## src/rtl/sum_accumulator_if.sv

```systemverilog
// Handshake bundle between the adder result stream, the accumulator and the next stage.
// The master drives start/len/din/in_valid/out_ready; the accumulator is the slave.
interface sum_accumulator_if #(
    parameter int DIN_W = 16,
    parameter int ACC_W = 20,
    parameter int CNT_W = 8
);
    logic             start;
    logic [CNT_W-1:0] len;
    logic [DIN_W-1:0] din;
    logic             in_valid;
    logic             in_ready;
    logic [ACC_W-1:0] acc_out;
    logic             out_valid;
    logic             out_ready;
    logic             ovf;
    logic             busy;

    modport master (
        output start, len, din, in_valid, out_ready,
        input  in_ready, acc_out, out_valid, ovf, busy
    );

    modport slave (
        input  start, len, din, in_valid, out_ready,
        output in_ready, acc_out, out_valid, ovf, busy
    );
endinterface

```

## src/rtl/sum_accumulator.sv

```systemverilog
// Accumulates a programmed number of unsigned adder results into a wider sum with a
// sticky carry-out flag; all outputs are registered and depend only on stored state.
module sum_accumulator #(
    parameter int DIN_W = 16,
    parameter int ACC_W = 20,
    parameter int CNT_W = 8
) (
    input  logic                clk,
    input  logic                sclrn,
    sum_accumulator_if.slave    bus
);
    typedef enum logic [1:0] {
        S_IDLE  = 2'd0,
        S_ACCUM = 2'd1,
        S_DONE  = 2'd2
    } state_t;

    state_t             r_state;
    logic [ACC_W-1:0]   r_acc;
    logic [CNT_W-1:0]   r_remaining;
    logic [ACC_W-1:0]   r_acc_out;
    logic               r_out_valid;
    logic               r_in_ready;
    logic               r_ovf;
    logic               r_busy;

    logic [ACC_W:0]     w_sum;
    logic               w_accept;

    // One extra bit captures the carry out of the accumulator MSB.
    assign w_sum    = {1'b0, r_acc} + {{(ACC_W + 1 - DIN_W){1'b0}}, bus.din};
    assign w_accept = bus.in_valid & r_in_ready;

    always_ff @(posedge clk or negedge sclrn) begin
        if (!sclrn) begin
            r_state     <= S_IDLE;
            r_acc       <= '0;
            r_remaining <= '0;
            r_acc_out   <= '0;
            r_out_valid <= 1'b0;
            r_in_ready  <= 1'b0;
            r_ovf       <= 1'b0;
            r_busy      <= 1'b0;
        end else begin
            case (r_state)
                S_IDLE: begin
                    if (bus.start) begin
                        r_ovf  <= 1'b0;
                        r_acc  <= '0;
                        r_busy <= 1'b1;
                        if (bus.len != '0) begin
                            r_remaining <= bus.len;
                            r_in_ready  <= 1'b1;
                            r_state     <= S_ACCUM;
                        end else begin
                            r_acc_out   <= '0;
                            r_out_valid <= 1'b1;
                            r_state     <= S_DONE;
                        end
                    end
                end
                S_ACCUM: begin
                    if (w_accept) begin
                        r_acc       <= w_sum[ACC_W-1:0];
                        r_remaining <= r_remaining - 1'b1;
                        if (w_sum[ACC_W]) begin
                            r_ovf <= 1'b1;
                        end
                        if (r_remaining == CNT_W'(1)) begin
                            r_acc_out   <= w_sum[ACC_W-1:0];
                            r_out_valid <= 1'b1;
                            r_in_ready  <= 1'b0;
                            r_state     <= S_DONE;
                        end
                    end
                end
                S_DONE: begin
                    if (bus.out_ready) begin
                        r_out_valid <= 1'b0;
                        r_busy      <= 1'b0;
                        r_state     <= S_IDLE;
                    end
                end
                default: begin
                    r_state     <= S_IDLE;
                    r_out_valid <= 1'b0;
                    r_in_ready  <= 1'b0;
                    r_busy      <= 1'b0;
                end
            endcase
        end
    end

    assign bus.in_ready  = r_in_ready;
    assign bus.acc_out   = r_acc_out;
    assign bus.out_valid = r_out_valid;
    assign bus.ovf       = r_ovf;
    assign bus.busy      = r_busy;
endmodule

```

## src/flat_wrapper.sv

```systemverilog
// flat-port wrapper written by rule: the top's interface ports become plain ports
module sum_accumulator_flat 
#(
    parameter int DIN_W = 16,
    parameter int ACC_W = 20,
    parameter int CNT_W = 8
)
  (clk, sclrn, bus_start, bus_len, bus_din, bus_in_valid, bus_out_ready, bus_in_ready, bus_acc_out, bus_out_valid, bus_ovf, bus_busy);
  sum_accumulator_if #(.DIN_W(DIN_W), .ACC_W(ACC_W), .CNT_W(CNT_W)) bus_i ();
  input  logic clk;
  input  logic sclrn;
  input wire logic [$bits(bus_i.start)-1:0] bus_start;
  input wire logic [$bits(bus_i.len)-1:0] bus_len;
  input wire logic [$bits(bus_i.din)-1:0] bus_din;
  input wire logic [$bits(bus_i.in_valid)-1:0] bus_in_valid;
  input wire logic [$bits(bus_i.out_ready)-1:0] bus_out_ready;
  output wire logic [$bits(bus_i.in_ready)-1:0] bus_in_ready;
  output wire logic [$bits(bus_i.acc_out)-1:0] bus_acc_out;
  output wire logic [$bits(bus_i.out_valid)-1:0] bus_out_valid;
  output wire logic [$bits(bus_i.ovf)-1:0] bus_ovf;
  output wire logic [$bits(bus_i.busy)-1:0] bus_busy;
  assign bus_i.start = bus_start;
  assign bus_i.len = bus_len;
  assign bus_i.din = bus_din;
  assign bus_i.in_valid = bus_in_valid;
  assign bus_i.out_ready = bus_out_ready;
  assign bus_in_ready = bus_i.in_ready;
  assign bus_acc_out = bus_i.acc_out;
  assign bus_out_valid = bus_i.out_valid;
  assign bus_ovf = bus_i.ovf;
  assign bus_busy = bus_i.busy;
  sum_accumulator #(.DIN_W(DIN_W), .ACC_W(ACC_W), .CNT_W(CNT_W)) u_core (.clk(clk), .sclrn(sclrn), .bus(bus_i));
endmodule
```

## config.mk

```make
export PLATFORM = sky130hd
export DESIGN_NAME = sum_accumulator_flat
export DESIGN_NICKNAME = d
export VERILOG_FILES = /design/src/rtl/sum_accumulator_if.sv /design/src/rtl/sum_accumulator.sv /design/src/flat_wrapper.sv
export SDC_FILE = /design/constraint.sdc
export NUM_CORES = 1
export LEC_CHECK = 0
export CAP_MARGIN = 20
export CORE_AREA = 2 2 66 93
export DETAILED_ROUTE_END_ITERATION = 8
export DIE_AREA = 0 0 68 95
export PLACE_DENSITY = 0.83
export RECOVER_POWER = 25
export SETUP_SLACK_MARGIN = 0.02
export SLEW_MARGIN = 20
export SYNTH_ARGS = -nofsm -noshare
export SYNTH_HDL_FRONTEND = slang
export SYNTH_SLANG_ARGS = --single-unit
```

## constraint.sdc

```tcl
create_clock -name clk -period 7.6 [get_ports clk]
set_input_delay 1.9 -clock clk [delete_from_list [all_inputs] [get_ports clk]]
set_output_delay 1.9 -clock clk [all_outputs]
set_load 0.03 [all_outputs]
```

== Yosys cells after proc, flatten, opt, wreduce, memory -nomap -nowiden ==
Index checks and enable logic that the tools add are counted.

* Mux-type cells: 35
* $add $sub $neg: 2
* Reduce and logical (&&, ||, !) cells: 11
* Bitwise operators: 3
* Eq/ne operators: 10

{| class="wikitable"
|+ Operators by type and width
! kind !! count
|-
| 20-bit two-way mux || 6
|-
| 20-bit one-hot mux with 2 select lines || 2
|-
| 8-bit two-way mux || 3
|-
| 20-bit by 16-bit adder with 21-bit output || 1
|-
| 8-bit one-hot mux with 2 select lines || 1
|-
| 5-bit AND reduction || 3
|-
| 1-bit two-way mux || 13
|-
| 4-bit AND reduction || 3
|-
| 2-bit two-way mux || 5
|-
| 1-bit one-hot mux with 3 select lines || 3
|-
| 8-bit by 1-bit equality test with 1-bit output (second input constant) || 1
|-
| 2-bit by 1-bit inequality test with 1-bit output (second input constant) || 4
|-
| 8-bit nonzero test || 1
|-
| 8-bit by 1-bit subtractor with 8-bit output (second input constant) || 1
|-
| 2-bit inequality test (second input constant) || 3
|-
| 2-bit one-hot mux with 3 select lines || 1
|-
| 3-bit AND reduction || 2
|-
| 2-bit by 1-bit equality test with 1-bit output (second input constant) || 1
|-
| 2-bit equality test (second input constant) || 1
|-
| 2-bit logical NOT || 1
|-
| 1-bit inverter || 2
|-
| 1-bit one-hot mux with 2 select lines || 1
|-
| 2-bit nonzero test || 1
|-
| 1-bit bitwise AND || 1
|}

* Bits of input ports: 29
* Bits in registers: 54
* Word-level logic and storage cells: 69
* Output and inout bits: 24

== Depth between registers and ports, before layout ==
* Depth in word-level cells: 4
* Mapped depth: 10
* Depth with buffers taken out: 9

== Least setup slack after synthesis ==
Ideal clock, no wire load.

* Path type: input-to-reg
* Start: input port bus_din[0]
* End: register u_core.r_acc[14]
* Data required time: 7.479 ns
* Setup time: 0.121 ns
* Stages on the path: 9
* Data arrival time: 3.821 ns
* Path slack: 3.658 ns
* Buffers on the path: 0
* Cell sequence: ha_1 fa_1 a21oi_1 o211ai_1 a211o_1 a221oi_1 o21bai_1 xor2_1 a22o_1

* Word-level cells in the longest chain between the ends: 3

{| class="wikitable"
|+ Ends and longest elaborated chain
! element !! line !! source
|-
| from (decl) || flat_wrapper.sv:14 || <nowiki>input wire logic [$bits(bus_i.din)-1:0] bus_din;</nowiki>
|-
| 20-bit by 16-bit adder with 21-bit output || sum_accumulator.sv:31 || <nowiki>assign w_sum = {1'b0, r_acc} + {{(ACC_W + 1 - DIN_W){1'b0}}, bus.din};</nowiki>
|-
| 20-bit two-way mux || sum_accumulator.sv:63 || <nowiki>if (w_accept) begin</nowiki>
|-
| 20-bit one-hot mux with 2 select lines || sum_accumulator.sv:45 || <nowiki>case (r_state)</nowiki>
|-
| to (signal assigned) || sum_accumulator.sv:64 || <nowiki>r_acc <= w_sum[ACC_W-1:0];</nowiki>
|-
| to (decl) || sum_accumulator.sv:19 || <nowiki>logic [ACC_W-1:0] r_acc;</nowiki>
|}

Every way passes these cells. The select of a mux whose other input is x is not followed.
A chain may end at the register's enable or synchronous reset.

== Worst setup path after layout ==
Ends and elaborated chain as after synthesis.

==> impl_metrics.ini <==
[outcome]
status = finished with violations
violations = max-capacitance violations, max-slew violations

[finish]
fillers = 501
final_util_pct = 66.38
seq_area_um2 = 1351
diodes = 0
area_growth_pct = 21.21
fin_area_um2 = 3782
nets = 443
layout.cells.non_filler = 466
drive_above_1_share_pct = 4.293
multi_input_area_um2 = 1670

[yosys]
avgSynthCellArea_um2 = 8.993
synthTopCellsByCount = nand2_1 (56), dfrtp_1 (54), o21ai_0 (44), nor2_1 (22), a21oi_1 (21)
synthCells = 347
synth_edf_count = 0
ys_ff_latch = 54
synth_most_common_cell = nand2_1
synthesis.nets = 395
yosys_warnings = 0
yosysTopAreaCell = dfrtp_1
synth_cell_type_count = 47
synth_top_cell_area_share_pct = 43.30
synth_area_um2 = 3120
synth_area_leaders = dfrtp_1 (43%), ha_1 (7.2%), o21ai_0 (7.1%), nand2_1 (6.7%), a21oi_1 (3.4%)
async_flop_share_pct = 100.0
yosysSeqAreaShare_pct = 43.30
ys.flop_type = dfrtp_1

[global_routing]
grt_pass1_vias = 2617
grt_first_pass_wirelength_mm = 11.67
grt_overflow = 0
gr-usage-met2_pct = 38.59
antenna_found_initial = 0
grt_max_degree = 55
grt_util_all_layers_pct = 23.73
grt-busiest-layer = met2
met3_usage_pct = 4.887
use_met1_pct = 29.36

[clocking]
numClockSinks = 54
insertion_delay_ns = 0.31
cts_resized = 0
cts_tree = built
clk_root_buffer_cell = clkbuf_8
cts.path.max_buffers = 2
cts_hold_buf = 0
clkSlewWorstSetupHoldPaths_ns = 0.10
cts_buffers = 5
cts_max_level = 2
cts_setup_buffers = 0

[min_path]
hold_end = u_core.bus.acc_out[3]$_DFFE_PN0P_
hold_class = reg -> reg
hold_depth = 2
hold_start = u_core.bus.acc_out[3]$_DFFE_PN0P_

[place]
gp_congestion = 0.8817
dp.cells = 458
dp_hpwl_mm = 5.155
portBuffers = 52
post_dp_cell_area_um2 = 3696

[detailed_routing]
postRouteAntennaNets = 0
drt_iter0_markers = 182
via_per_inst = 5.779
wl_per_cell_um = 14.88
drt-total-wl_mm = 6.933
drc = 0
via_count = 2693
dr.pass1.iters = 4

[critical_path]
worstPathCellList = clkdlybuf4s50_1, ha_1, fa_1, a21oi_1, o211ai_1, a211o_1, a221oi_1, o21bai_1, xor2_1, a22o_1
crit_required_ns = 7.81
rr_worst_depth = 9
reg2reg_setup_slack_ns = 4.92
critical_path_class = in -> reg
cpMaxStageDelayCell = clkdlybuf4s50_1
worst_setup_path_end_kind = flip-flop
critPathLaunchType = input port
r2r_end = u_core.r_acc[14]$_DFFE_PN0P_
cp_max_fo = 3
critical-path-max-stage-delay_ns = 0.41
r2r-start = u_core.r_acc[0]$_DFFE_PN0P_
cp.arrival_ns = 4.51

[timing]
worstMarginPinSlew_ns = 2.889
fmax_ghz = 0.2325
final-max-slew-violation-count = 55
rsz0062_at_grt = no
fin_crit_ns = 4.301
finalSetupViolations = 0
relSlewSlack_pct = -92.59
hold_viol_final = 0
period_share_pct = 56.60
tns_ns = 0
finalClockSkew_ns = 0.008750

[pwr]
p_leak_uw = 0.001677
intPower_uw = 812.3
seqPwrFrac_pct = 32.1
total_power_uw = 1488
power_density_nw_per_um2 = 393.5
swShare_pct = 45.42
peakVddDrop_mv = 0.1943
pwr-share-clk_pct = 10.9
pwr-share-comb_pct = 56.9
power_switching_uw = 676.0

[floorplanning]
coreArea_um2 = 5698
die_x_um = 68
rows = 33
start_util_pct = 54.77
die_h_um = 95
die-area_um2 = 6460
io_pins = 53

[job]
cap_violations = 1
## registers in the layout, summed over array words and instances, names as in the netlist
signal,count
u_core.bus.in_ready,1
u_core.r_remaining,8
u_core.bus.acc_out,20
u_core.bus.out_valid,1
u_core.bus.busy,1
u_core.r_acc,20
u_core.bus.ovf,1
u_core.r_state,2
## logic make-up after synthesis
family	Yosys count	synth area share [%]
xor+xnor	18	5.052
fa+ha+maj	19	7.859
simple gates	113	16.40
buf+inv	26	3.167
compound gates	117	24.22
flops	54	43.30
## power by group through the flow
stage	clock, uW	sequential [uW]	combinational (uW)
after global routing	176	493	956
final	163	478	847
after floorplan	0	535	557
after CTS	167	477	849
after global placement	0	478	818
after detailed placement	0	482	847
## cell usage in the layout (no fill, tap or decap), types with 3 or more instances in the layout
master            n
dfrtp_1          54
o21ai_0          44
clkdlybuf4s50_1  51
buf_4             3
a22o_1            8
nor2_1           22
xor2_1            7
or3_1             3
a21o_1            6
nor3_1            5
ha_1             18
nand2_1          56
clkbuf_8          5
nor4_1            4
a22oi_1           5
inv_1            11
a21oi_1          21
nand2b_1          4
o21bai_1          4
o31ai_1           9
nand3_1           7
nor2b_1           4
xnor2_1          11
## worst max-delay path, delay by kind of cell
kind / cells / cell delay, ns
AOI/OAI and AO/OA: 6 / 1.41
adders and majority gates: 2 / 0.64
buffers and inverters: 1 / 0.41
xor gates and xnor gates: 1 / 0.16
## how the worst max path moves through the flow
| stage | cells after the start | slack [ns] | end | from |
|---|---|---|---|---|
| 3_5_place_dp | 10 | 2.97 | u_core.r_acc[14]$_DFFE_PN0P_ | bus_din[0] |
| 2_1_floorplan | 9 | 3.66 | u_core.r_acc[14]$_DFFE_PN0P_ | bus_din[0] |
| 5_1_grt | 2 | 2.78 | u_core.r_remaining[5]$_DFFE_PN0P_ | sclrn |
| 3_3_place_gp | 10 | 3.11 | u_core.r_acc[14]$_DFFE_PN0P_ | bus_din[0] |
| 6_report | 10 | 3.30 | u_core.r_acc[14]$_DFFE_PN0P_ | bus_din[0] |
| 4_1_cts | 10 | 3.31 | u_core.r_acc[14]$_DFFE_PN0P_ | bus_din[0] |
## per-stage QoR
stage / setup WS, ns / hold slack [ns]
6_report: 3.299 / 0.4900
5_1_grt: 2.776 / 0.5213
4_1_cts: 3.310 / 0.4960
3_5_place_dp: 2.965 / 0.4726
3_3_place_gp: 3.110 / 0.4599
2_1_floorplan: 3.658 / 0.4526
## layout make-up
type | count | area share, %
multi-input cells | 267 | 44.16
flip-flops and latches | 54 | 35.73
repair buffers | 56 | 14.32
well taps | 70 | 2.316
clock buffers | 5 | 1.819
inverters | 11 | 1.092
clock inverters | 3 | 0.5624
## metal layers
| layer | share of wire (%) | vias up |
|---|---|---|
| met5 | 0 | - |
| met4 | 2.6 | 0 |
| met3 | 4.2 | 17 |
| met2 | 50 | 60 |
| met1 | 43 | 1274 |
| li1 | - | 1342 |
Power figures use the tool's default switching activity.
